$ cat src/rtl/ifetch_pkg.sv
// Shared types and defaults for the instruction fetch stage.
package ifetch_pkg;

    localparam int XLEN         = 32;
    localparam int IFETCH_DEPTH = 2;

    typedef struct packed {
        logic [XLEN-1:0] pc;
        logic [XLEN-1:0] instr;
    } fetch_entry_t;

    typedef enum logic {
        IDLE = 1'b0,
        RUN  = 1'b1
    } fetch_state_e;

endpackage

$ cat src/rtl/ifetch_fifo.sv
// Small synchronous FIFO with async reset, synchronous clear and an occupancy count.
module ifetch_fifo #(
    parameter  int WIDTH = 32,
    parameter  int DEPTH = 2,
    localparam int AW    = $clog2(DEPTH),
    localparam int CW    = $clog2(DEPTH + 1)
) (
    input  logic             clk,
    input  logic             rst,
    input  logic             clr,
    input  logic             push,
    input  logic [WIDTH-1:0] wdata,
    input  logic             pop,
    output logic [WIDTH-1:0] rdata,
    output logic             full,
    output logic             empty,
    output logic [CW-1:0]    count
);

    logic [WIDTH-1:0] mem_q [DEPTH];
    logic [AW-1:0]    rd_q, rd_d;
    logic [AW-1:0]    wr_q, wr_d;
    logic [CW-1:0]    cnt_q, cnt_d;
    logic             do_push, do_pop;

    assign full  = (cnt_q == CW'(DEPTH));
    assign empty = (cnt_q == '0);
    assign count = cnt_q;
    assign rdata = mem_q[rd_q];

    // A full FIFO still accepts a write when the head leaves in the same cycle.
    assign do_pop  = pop && !empty;
    assign do_push = push && (!full || do_pop);

    always_comb begin
        rd_d  = rd_q;
        wr_d  = wr_q;
        cnt_d = cnt_q;
        if (clr) begin
            rd_d  = '0;
            wr_d  = '0;
            cnt_d = '0;
        end else begin
            if (do_push) wr_d = wr_q + AW'(1);
            if (do_pop)  rd_d = rd_q + AW'(1);
            cnt_d = cnt_q + CW'(do_push) - CW'(do_pop);
        end
    end

    always_ff @(posedge clk or posedge rst) begin
        if (rst) begin
            rd_q  <= '0;
            wr_q  <= '0;
            cnt_q <= '0;
        end else begin
            rd_q  <= rd_d;
            wr_q  <= wr_d;
            cnt_q <= cnt_d;
        end
    end

    always_ff @(posedge clk) begin
        if (do_push && !clr) mem_q[wr_q] <= wdata;
    end

endmodule

$ cat src/rtl/ifetch.sv
// Instruction fetch: credit-limited request issue, in-order response capture into a
// small buffer, and flush handling that drops responses to requests made before the redirect.
module ifetch
    import ifetch_pkg::*;
#(
    parameter int DEPTH = IFETCH_DEPTH
) (
    input  logic            clk,
    input  logic            rst,
    input  logic [XLEN-1:0] pc_cur,
    output logic            pc_adv,
    input  logic            flush,
    output logic            imem_req_valid,
    input  logic            imem_req_ready,
    output logic [XLEN-1:0] imem_req_addr,
    input  logic            imem_rsp_valid,
    input  logic [XLEN-1:0] imem_rsp_data,
    output logic            id_valid,
    input  logic            id_ready,
    output logic [XLEN-1:0] id_instr,
    output logic [XLEN-1:0] id_pc
);

    localparam int CW = $clog2(DEPTH + 1);

    fetch_state_e   state_q, state_d;
    logic [CW-1:0]  disc_q, disc_d;
    logic [CW-1:0]  pend, cnt;
    logic [CW+1:0]  credit;
    logic           accept, rsp_drop, rsp_live, id_pop;
    logic           aq_full, aq_empty, ib_full, ib_empty;
    logic [XLEN-1:0] aq_head;
    fetch_entry_t   ib_wdata, ib_head;

    always_comb begin
        state_d = state_q;
        case (state_q)
            IDLE:    state_d = RUN;
            RUN:     state_d = RUN;
            default: state_d = IDLE;
        endcase
    end

    // Every slot is reserved at request time: live, stale and buffered entries all count.
    assign credit         = (CW+2)'(pend) + (CW+2)'(disc_q) + (CW+2)'(cnt);
    assign imem_req_valid = (state_q == RUN) && !flush && (credit < (CW+2)'(DEPTH));
    assign imem_req_addr  = {pc_cur[XLEN-1:2], 2'b00};
    assign accept         = imem_req_valid && imem_req_ready;
    assign pc_adv         = accept;

    assign rsp_drop = imem_rsp_valid && (disc_q != '0);
    assign rsp_live = imem_rsp_valid && (disc_q == '0);

    // On flush, every live request becomes stale; one arriving this cycle is already gone.
    always_comb begin
        disc_d = disc_q;
        if (flush)         disc_d = disc_q + pend - CW'(imem_rsp_valid);
        else if (rsp_drop) disc_d = disc_q - CW'(1);
    end

    always_ff @(posedge clk or posedge rst) begin
        if (rst) begin
            state_q <= IDLE;
            disc_q  <= '0;
        end else begin
            state_q <= state_d;
            disc_q  <= disc_d;
        end
    end

    assign ib_wdata = '{pc: aq_head, instr: imem_rsp_data};

    ifetch_fifo #(.WIDTH(XLEN), .DEPTH(DEPTH)) u_addr_q (
        .clk   (clk),
        .rst   (rst),
        .clr   (flush),
        .push  (accept),
        .wdata (imem_req_addr),
        .pop   (rsp_live),
        .rdata (aq_head),
        .full  (aq_full),
        .empty (aq_empty),
        .count (pend)
    );

    ifetch_fifo #(.WIDTH($bits(fetch_entry_t)), .DEPTH(DEPTH)) u_ibuf (
        .clk   (clk),
        .rst   (rst),
        .clr   (flush),
        .push  (rsp_live),
        .wdata (ib_wdata),
        .pop   (id_pop),
        .rdata (ib_head),
        .full  (ib_full),
        .empty (ib_empty),
        .count (cnt)
    );

    assign id_valid = !ib_empty && !flush;
    assign id_pop   = id_valid && id_ready;
    assign id_instr = ib_empty ? '0 : ib_head.instr;
    assign id_pc    = ib_empty ? '0 : ib_head.pc;

    a_depth:  assert property (@(posedge clk) (DEPTH == 2) || (DEPTH == 4));
    a_credit: assert property (@(posedge clk) disable iff (rst) credit <= (CW+2)'(DEPTH));
    a_rsp:    assert property (@(posedge clk) disable iff (rst)
                               imem_rsp_valid |-> ((disc_q != '0) || !aq_empty));
    a_aq_ovf: assert property (@(posedge clk) disable iff (rst) !(aq_full && accept));
    a_ib_ovf: assert property (@(posedge clk) disable iff (rst) !(ib_full && rsp_live && !id_pop));

endmodule

$ cat config.mk
export PLATFORM = sky130hd
export DESIGN_NAME = ifetch
export DESIGN_NICKNAME = d
export VERILOG_FILES = /design/src/rtl/ifetch_pkg.sv /design/src/rtl/ifetch_fifo.sv /design/src/rtl/ifetch.sv
export SDC_FILE = /design/constraint.sdc
export NUM_CORES = 1
export LEC_CHECK = 0
export ABC_AREA = 1
export CAP_MARGIN = 20
export CORE_ASPECT_RATIO = 0.5
export CORE_MARGIN = 2
export CORE_UTILIZATION = 25
export CTS_BUF_LIST = sky130_fd_sc_hd__clkbuf_4 sky130_fd_sc_hd__clkbuf_8
export CTS_CLUSTER_DIAMETER = 50
export CTS_CLUSTER_SIZE = 12
export DETAILED_ROUTE_END_ITERATION = 12
export HOLD_SLACK_MARGIN = 0.02
export SLEW_MARGIN = 5
export SYNTH_ARGS = -nofsm -noshare
export SYNTH_HDL_FRONTEND = slang
export SYNTH_SLANG_ARGS = --single-unit
$ cat constraint.sdc
create_clock -name clk -period 4.2 [get_ports clk]
set_clock_uncertainty 0.05 [all_clocks]
set_input_delay 0.63 -clock clk [delete_from_list [all_inputs] [get_ports clk]]
set_output_delay 0.63 -clock clk [all_outputs]
set_load 0.02 [all_outputs]
==> impl_metrics.yaml, run 1 <==
sta:
  worst_pin_slew_ns: 0.7511
  period_share: 0.8303
  hold_violations: 0
  fmax_mhz: 286.8
  period_needed_ns: 3.487
  setup_slack_ns: 0.7129
  setup-tns-final_ns: 0
  slew_violations: 0
  finalSetupViolCount: 0
  worst_slew_margin_rel: 0.4993
  rsz0062_at_grt: "no"
detailed_routing:
  ant_nets: 0
  via_per_inst: 3.952
  drc: 0
  drt_pass1_iterations: 4
  wire_per_inst_um: 14.15
  first_iter_violations: 344
  vias: 4798
  wirelength_um: 17180
power_and_ir_drop:
  power_frac_seq: 0.425
  p_sw_w: 0.001963
  ir_worst_vdd_mv: 0.2303
  leakagePower_nw: 3.721
  p_int_w: 0.003645
  switching_share: 0.3500
  p_per_area_nw_per_um2: 546.8
  comb_power_share: 0.355
  clockPowerShare: 0.220
  total_power_w: 0.005608
worst_setup_path:
  worstReg2RegStart: "u_addr_q.count[1]"
  cp-start-kind: "flip-flop"
  crit_arrival_ns: 2.81
  cp-end-kind: "primary output"
  crit_type: "flip-flop to primary output"
  r2r_slack_ns: 1.54
  worstPathRequired_ns: 3.52
  r2r_cells: 10
  path_max_fanout: 4
  r2r-end: "u_addr_q.mem_q[1][14]"
placement:
  dp_hpwl_um: 11240
  port_buffers: 162
  gp_congestion: 0.7967
  dpl_worst_slack_ns: 1.123
  place_area_um2: 9833
global_routing:
  antenna_found_initial: 0
  grt_pass1_wl_um: 25670
  grt_start_max_net_pins: 65
  overflow: 0
  grt_pass1_vias: 4634
  grt_usage: 0.1014
floorplanning:
  die_area_um2: 33410
  core-area_um2: 31540
  initial_core_util: 0.2527
  rows: 46
  ios: 169
  die_h_um: 130.2
  die_w_um: 256.5
clock_tree:
  clkSinkCount: 195
  numCtsBuffers: 17
  worst_skew_pair.late_latency_ns: 0.46
  post_cts_buffers: 0
  clockBufferDepth: 2
  cts_tree: "built"
  htree_levels: 4
  root_buffer: "clkbuf_8"
  cts.clk_slew.worst_paths_ns: 0.10
  cts_hold_buf: 0
  post_cts_resized: 0
synthesis:
  synth-async-reset-ratio: 0.05641
  netlist_instances: 633
  ys_seq_area_frac: 0.7279
  synth_area_um2: 7969
  synth_area_leaders: "edfxtp_1 69%, nand2_1 11%, buf_4 3.9%"
  yosys_warnings: 0
  ys_ff_latch: 195
  synth_edf_count: 184
  syn_area_per_cell_um2: 12.59
  ys_types: 26
  synth_ff_type: "edfxtp_1"
  synth_area_leader_cell: "edfxtp_1"
  yosysTopAreaCellShare: 0.6934
final_layout:
  final_common_cell: "nand2_1"
  final_core_util: 0.3252
  area_growth_pct: 28.70
  layout_common_cells: "234 x nand2_1, 184 x edfxtp_1, 162 x clkdlybuf4s50_1, 53 x a21oi_1, 28 x inv_1"
  nets: 850
  layout-drive-gt1-share: 0.08184
  final_area_um2: 10260
  fillers: 3162
  diodes: 0
worst_hold_path:
  hold_class: "input pin to async pin"
job:
  maxCapViolations: 0
status:
  status: "finished clean"
## sequential cells by signal, summed over array words and instances, names as in the netlist
register        flops
disc_q              2
u_ibuf.count        2
state_q             1
u_addr_q.rd_q       1
u_addr_q.wr_q       1
u_addr_q.mem_q     60
u_addr_q.count      2
u_ibuf.rd_q         1
u_ibuf.wr_q         1
u_ibuf.mem_q      124
## metal layers
layer | GRT usage | routed length (um)
met5 | 0 | 0
met4 | 0.02873 | 221
met2 | 0.2088 | 10190
met1 | 0.1047 | 6479
met3 | 0.02059 | 290
## worst max path at each step
stage               slack, ns                  to              start  depth (start not counted)
global route             0.55              pc_adv  u_addr_q.count[1]                         10
CTS                      0.66              pc_adv  u_addr_q.count[1]                         10
floorplan                0.06  u_ibuf.mem_q[1][0]              flush                          5
detailed placement       1.12              pc_adv              flush                          7
finish                   0.71              pc_adv  u_addr_q.count[1]                         10
global placement         1.14              pc_adv              flush                          7
## stage by stage
stage	hold WS, ns	cells
6_report	0.4188	1214
5_1_grt	0.4399	1214
4_1_cts	0.3993	1213
3_5_place_dp	0.4705	1181
3_3_place_gp	0.4584	1181
2_1_floorplan	0.4324	636
## power by group through the flow
| stage | registers (W) | clock network, W | logic (W) |
|---|---|---|---|
| 2_1_floorplan | 0.00242 | 0 | 0.00121 |
| 3_3_place_gp | 0.00242 | 0 | 0.00201 |
| 3_5_place_dp | 0.00243 | 0 | 0.00203 |
| 4_1_cts | 0.00238 | 0.00127 | 0.00203 |
| 5_1_grt | 0.00240 | 0.00135 | 0.00216 |
| 6_report | 0.00238 | 0.00123 | 0.00199 |
## kinds of logic after synthesis
| group | share of synthesized area |
|---|---|
| AO/OA/AOI/OAI | 0.04663 |
| XOR/XNOR | 0.005495 |
| adder cells (fa/ha/maj) | 0.01821 |
| buffers and inverters | 0.07050 |
| flip-flops | 0.7279 |
| other | 0.0009424 |
| AND/OR/NAND/NOR | 0.1303 |
## synthesized netlist by cell type (2+ instances only)
cell type and n:
ha_1 10, nand3_2 2, xor2_1 4, a21oi_1 53, buf_2 11, o21ai_0 4, conb_1 2, inv_1 29
inv_2 2, nand2_1 234, buf_6 7, a21oi_2 9, buf_4 41, nand3_1 5, edfxtp_1 184, nor2_1 16
dfrtp_1 11
## worst max-delay path, stage by stage, from the launching register on
cell and delay (ns):
dfrtp_1 0.42, inv_1 0.09, fa_1 0.51, inv_1 0.05, ha_1 0.27, inv_1 0.05
nand2_1 0.11, nor2_8 0.15, nand2_1 0.06, inv_1 0.05, clkdlybuf4s50_1 0.59
## cell type report
class | instances | area (um^2) | share of cell area
Clock buffer | 17 | 234.0 | 0.02281
Clock inverter | 15 | 173.9 | 0.01696
Inverter | 31 | 116.4 | 0.01135
Multi-Input combinational cell | 350 | 1633 | 0.1592
Sequential cell | 195 | 5802 | 0.5657
Tap cell | 432 | 540.5 | 0.05270
Timing Repair Buffer | 174 | 1757 | 0.1713
Note: power is estimated with default switching activity, not from simulation.
==> inputs of run 2 (changes only) <==
==> constraint.sdc (replaced) <==
create_clock -name clk -period 3.3 [get_ports clk]
set_clock_uncertainty 0.05 [all_clocks]
set_input_delay 0.495 -clock clk [delete_from_list [all_inputs] [get_ports clk]]
set_output_delay 0.495 -clock clk [all_outputs]
set_load 0.02 [all_outputs]
==> run 2 against run 1 <==
Against the previous run: critical path depth decreased by 6; total power increased by 27%; flip-flop and latch count unchanged; clock power increased by 24%; sequential share of layout area decreased by 0.23 points; non-clock buffer count unchanged; critical endpoint is now id_pc[20]; largest power group unchanged; highest routed layer unchanged.
==> impl_metrics.yaml, run 2 (synthesis results as in run 1) <==
power_and_ir_drop:
  switching_share: 0.3544
  p_int_w: 0.004590
  ir_worst_vdd_mv: 0.2573
  p_per_area_nw_per_um2: 690.4
  leakagePower_nw: 3.742
  clockPowerShare: 0.214
  p_sw_w: 0.002520
  comb_power_share: 0.359
  power_frac_seq: 0.427
job:
  maxCapViolations: 0
detailed_routing:
  wirelength_um: 16990
  drt_pass1_iterations: 4
  wire_per_inst_um: 14.00
  first_iter_violations: 283
  vias: 4815
  ant_nets: 0
  via_per_inst: 3.966
  drc: 0
floorplanning:
  core-area_um2: 31540
  ios: 169
  rows: 46
  die_h_um: 130.2
  initial_core_util: 0.2527
  die_area_um2: 33410
  die_w_um: 256.5
sta:
  slew_violations: 0
  period_needed_ns: 3.106
  rsz0062_at_grt: "no"
  worst_slew_margin_rel: 0.4784
  finalSetupViolCount: 0
  setup_slack_ns: 0.1938
  fmax_mhz: 321.9
  worst_pin_slew_ns: 0.7825
  setup-tns-final_ns: 0
  period_share: 0.9413
  hold_violations: 0
worst_setup_path:
  worstPathRequired_ns: 2.75
  crit_chain: "buf_4 -> nand2_1 -> a21oi_1 -> clkdlybuf4s50_1"
  crit_type: "flip-flop to primary output"
  path_max_fanout: 64
  crit_arrival_ns: 2.56
  cpPeakStageDelay_ns: 0.66
  cp_slowest_cell: "clkdlybuf4s50_1"
  cp-start-kind: "flip-flop"
  cp-end-kind: "primary output"
clock_tree:
  htree_levels: 4
  numCtsBuffers: 17
  clkSinkCount: 195
  post_cts_resized: 2
  cts_hold_buf: 0
  clockBufferDepth: 2
  cts.clk_slew.worst_paths_ns: 0.10
  cts_tree: "built"
  root_buffer: "clkbuf_8"
  post_cts_buffers: 0
  worst_skew_pair.late_latency_ns: 0.46
global_routing:
  grt_usage: 0.09997
  overflow: 0
  grt_pass1_wl_um: 25320
  grt_start_max_net_pins: 65
  grt_pass1_vias: 4725
  antenna_found_initial: 0
final_layout:
  diodes: 0
  layout-drive-gt1-share: 0.08312
  reg.largest.list: "u_ibuf.mem_q x124, u_addr_q.mem_q x60"
  regMostFlops: "u_ibuf.mem_q"
  final_common_cell: "nand2_1"
  multi_input_area_um2: 1633
  area_growth_pct: 29.22
  nets: 850
  fillers: 3112
  layout_common_cells: "234 x nand2_1, 184 x edfxtp_1, 160 x clkdlybuf4s50_1, 53 x a21oi_1, 28 x inv_1"
  seqCellArea_um2: 5802
  largest_register_ffs: 124
worst_hold_path:
  hold_class: "input pin to async pin"
status:
  status: "finished clean"
placement:
  dp_hpwl_um: 11010
  port_buffers: 162
  dpl_worst_slack_ns: 0.3949
  gp_congestion: 0.7973
-- run 2: final timing paths --
kind | startpoint | to | slack [ns] | cells past startpoint
worst max-delay path | u_ibuf.rd_q | id_pc[20] | 0.19 | 4
worst min-delay path | rst | state_q | 0.29 | 2
worst max register to register | u_addr_q.count[1] | u_addr_q.mem_q[0][9] | 0.65 | 10
worst min register to register | u_addr_q.mem_q[0][1] | u_ibuf.mem_q[0][35] | 0.49 | 2
max in group asynchronous | rst | u_ibuf.rd_q | 2.57 | 2
min in group clk | u_addr_q.mem_q[0][1] | u_ibuf.mem_q[0][35] | 0.49 | 2
-- run 2: worst max-delay path, delay by kind of cell (launching register included) --
kind,cells,cell delay [ns]
AO/OA/AOI/OAI,1,0.30
buffers and inverters,2,1.26
flip-flops,1,0.37
AND/OR/NAND/NOR,1,0.11
-- run 2: cell type report --
cell class | instances | share of cell area
sequential | 195 | 0.5634
clock inverter | 15 | 0.01628
timing repair buffer | 174 | 0.1752
tap | 432 | 0.05249
clock buffer | 17 | 0.02272
inverter | 31 | 0.01130
multi-input combinational | 350 | 0.1586
-- run 2: power groups by stage --
stage                     clock [W]  sequential (W)  combinational [W]
after floorplan                   0         0.00308            0.00154
after global placement            0         0.00308            0.00257
after detailed placement          0         0.00309            0.00260
after CTS                   0.00157         0.00304            0.00261
after global routing        0.00166         0.00305            0.00277
final                       0.00152         0.00303            0.00256
-- run 2: metal layers --
layer	share of wire	track usage	up-vias
met1	0.37	0.1007	2360
met2	0.59	0.2044	62
li1	-	-	2374
met3	0.022	0.02234	19
met5	0	0	-
met4	0.020	0.03523	0
-- run 2: metrics by stage --
step,util,total power (W),std cells,instance area (um^2),hold slack [ns]
after floorplan,-,0.004620,636,7985,0.2974
after global placement,0.3130,0.005649,1181,9871,0.4565
after detailed placement,0.3130,0.005693,1181,9871,0.4677
after CTS,0.3256,0.007208,1213,10270,0.2829
after global routing,0.3265,0.007483,1214,10300,0.3070
final,0.3265,0.007110,1214,10300,0.2855
==> inputs of run 3 (changes only) <==
==> constraint.sdc (replaced) <==
create_clock -name clk -period 3.3 [get_ports clk]
set_clock_uncertainty 0.05 [all_clocks]
set_input_delay 0.495 -clock clk [delete_from_list [all_inputs] [get_ports clk]]
set_output_delay 0.495 -clock clk [all_outputs]
set_load 0.005 [all_outputs]
==> run 3 against run 2 <==
Against the previous run: via count rose by 0.37%; sequential share of layout area down 0.068 points; cell area rose by 0.12%; worst hold slack lost 0.0044 ns; total power is 4.2% lower.
==> impl_metrics.yaml, run 3 (synthesis results as in run 1) <==
power_and_ir_drop:
  p_per_area_nw_per_um2: 660.6
  power_frac_seq: 0.445
  ir_worst_vdd_mv: 0.2660
  p_int_w: 0.004715
  p_sw_w: 0.002096
  leakagePower_nw: 3.741
  switching_share: 0.3077
  clockPowerShare: 0.235
  comb_power_share: 0.319
placement:
  place_area_um2: 9886
  port_buffers: 162
  dpl_worst_slack_ns: 0.5038
  dp_hpwl_um: 11240
  dp.cells: 1183
  gp_congestion: 0.7980
clock_tree:
  clkSinkCount: 195
  worst_skew_pair.late_latency_ns: 0.46
  numCtsBuffers: 17
  cts_tree: "built"
  clockBufferDepth: 2
  cts.clk_slew.worst_paths_ns: 0.11
  cts_hold_buf: 0
  htree_levels: 4
  root_buffer: "clkbuf_8"
sta:
  rsz0062_at_grt: "no"
  slew_violations: 0
  period_needed_ns: 3.153
  period_share: 0.9553
  worst_pin_slew_ns: 1.073
  setup_slack_ns: 0.1475
  hold_violations: 0
  fmax_mhz: 317.2
  setup-tns-final_ns: 0
  worst_slew_margin_rel: 0.2840
  finalSetupViolCount: 0
final_layout:
  layout_common_cells: "233 x nand2_1, 184 x edfxtp_1, 162 x clkdlybuf4s50_1, 53 x a21oi_1, 27 x inv_1"
  area_growth_pct: 29.38
  final_common_cell: "nand2_1"
  layout.cells.non_filler: 1216
  reg.largest.list: "u_ibuf.mem_q x124, u_addr_q.mem_q x60"
  diodes: 0
  final_area_um2: 10310
  regMostFlops: "u_ibuf.mem_q"
  final_core_util: 0.3269
  layout-drive-gt1-share: 0.08546
  fillers: 3090
  nets: 852
  largest_register_ffs: 124
worst_setup_path:
  cp-start-kind: "flip-flop"
  crit_type: "flip-flop to primary output"
  worstPathRequired_ns: 2.75
  cp-end-kind: "primary output"
  crit_arrival_ns: 2.61
  path_max_fanout: 4
detailed_routing:
  ant_nets: 0
  via_per_inst: 3.975
  first_iter_violations: 307
  wirelength_um: 17160
  drt_pass1_iterations: 7
  drc: 0
  vias: 4833
  wire_per_inst_um: 14.11
global_routing:
  grt_pass1_vias: 4606
  grt_usage: 0.09978
  antenna_found_initial: 0
  grt_pass1_wl_um: 25190
  overflow: 0
  grt_start_max_net_pins: 65
floorplanning:
  die_area_um2: 33410
  die_h_um: 130.2
  rows: 46
  core-area_um2: 31540
  initial_core_util: 0.2527
  die_w_um: 256.5
  ios: 169
status:
  status: "finished clean"
worst_hold_path:
  hold_class: "input pin to async pin"
job:
  maxCapViolations: 0
run 3: final timing paths:
kind	to	startpoint	cells past startpoint	slack [ns]
max reg2reg	u_addr_q.mem_q[1][23]	disc_q[1]	10	0.73
min	state_q	rst	2	0.28
max	pc_adv	disc_q[1]	10	0.15
min in group clk	u_ibuf.mem_q[1][47]	u_addr_q.mem_q[1][13]	2	0.49
max in group asynchronous	u_ibuf.rd_q	rst	2	2.56
min reg2reg	u_ibuf.mem_q[1][47]	u_addr_q.mem_q[1][13]	2	0.49
run 3: layout make-up:
class / instances / area [um^2] / area share
Inverter: 31 / 116.4 / 0.01129
Tap cell: 432 / 540.5 / 0.05243
Sequential cell: 195 / 5802 / 0.5627
Timing Repair Buffer: 176 / 1802 / 0.1748
Clock inverter: 15 / 180.2 / 0.01748
Multi-Input combinational cell: 350 / 1635 / 0.1586
Clock buffer: 17 / 234.0 / 0.02269
run 3: power groups by stage:
stage / Clock, W / Sequential (W) / Combinational [W]
floorplan: 0 / 0.00308 / 0.00115
global placement: 0 / 0.00308 / 0.00218
detailed placement: 0 / 0.00309 / 0.00221
CTS: 0.00164 / 0.00303 / 0.00223
global route: 0.00174 / 0.00305 / 0.00239
finish: 0.00160 / 0.00303 / 0.00218
run 3: timing repair:
action,CTS,global route
pin swaps,0,1
buffers inserted,1,0
setup endpoints to repair,1,2
hold endpoints to repair,0,0
gates resized for setup,0,2
run 3: metal layers:
| layer | global-route usage | part of all wire | vias up |
|---|---|---|---|
| li1 | - | - | 2384 |
| met1 | 0.1080 | 0.39 | 2374 |
| met2 | 0.1924 | 0.57 | 54 |
| met3 | 0.02156 | 0.021 | 21 |
| met4 | 0.04036 | 0.022 | 0 |
| met5 | 0 | 0 | - |
run 3: critical path: stages (launching register included):
cell             delay [ns]
dfrtp_1                0.37
inv_2                  0.06
fa_1                   0.56
inv_1                  0.05
ha_1                   0.27
inv_1                  0.07
nand2_2                0.08
nor2_8                 0.10
nand2_1                0.06
inv_1                  0.05
clkdlybuf4s50_1        0.49
run 3: metrics by stage:
stage | hold WS [ns] | total power [W]
6_report | 0.2810 | 0.006811
5_1_grt | 0.2862 | 0.007178
4_1_cts | 0.2791 | 0.006906
3_5_place_dp | 0.4667 | 0.005302
3_3_place_gp | 0.4559 | 0.005265
2_1_floorplan | 0.2974 | 0.004234
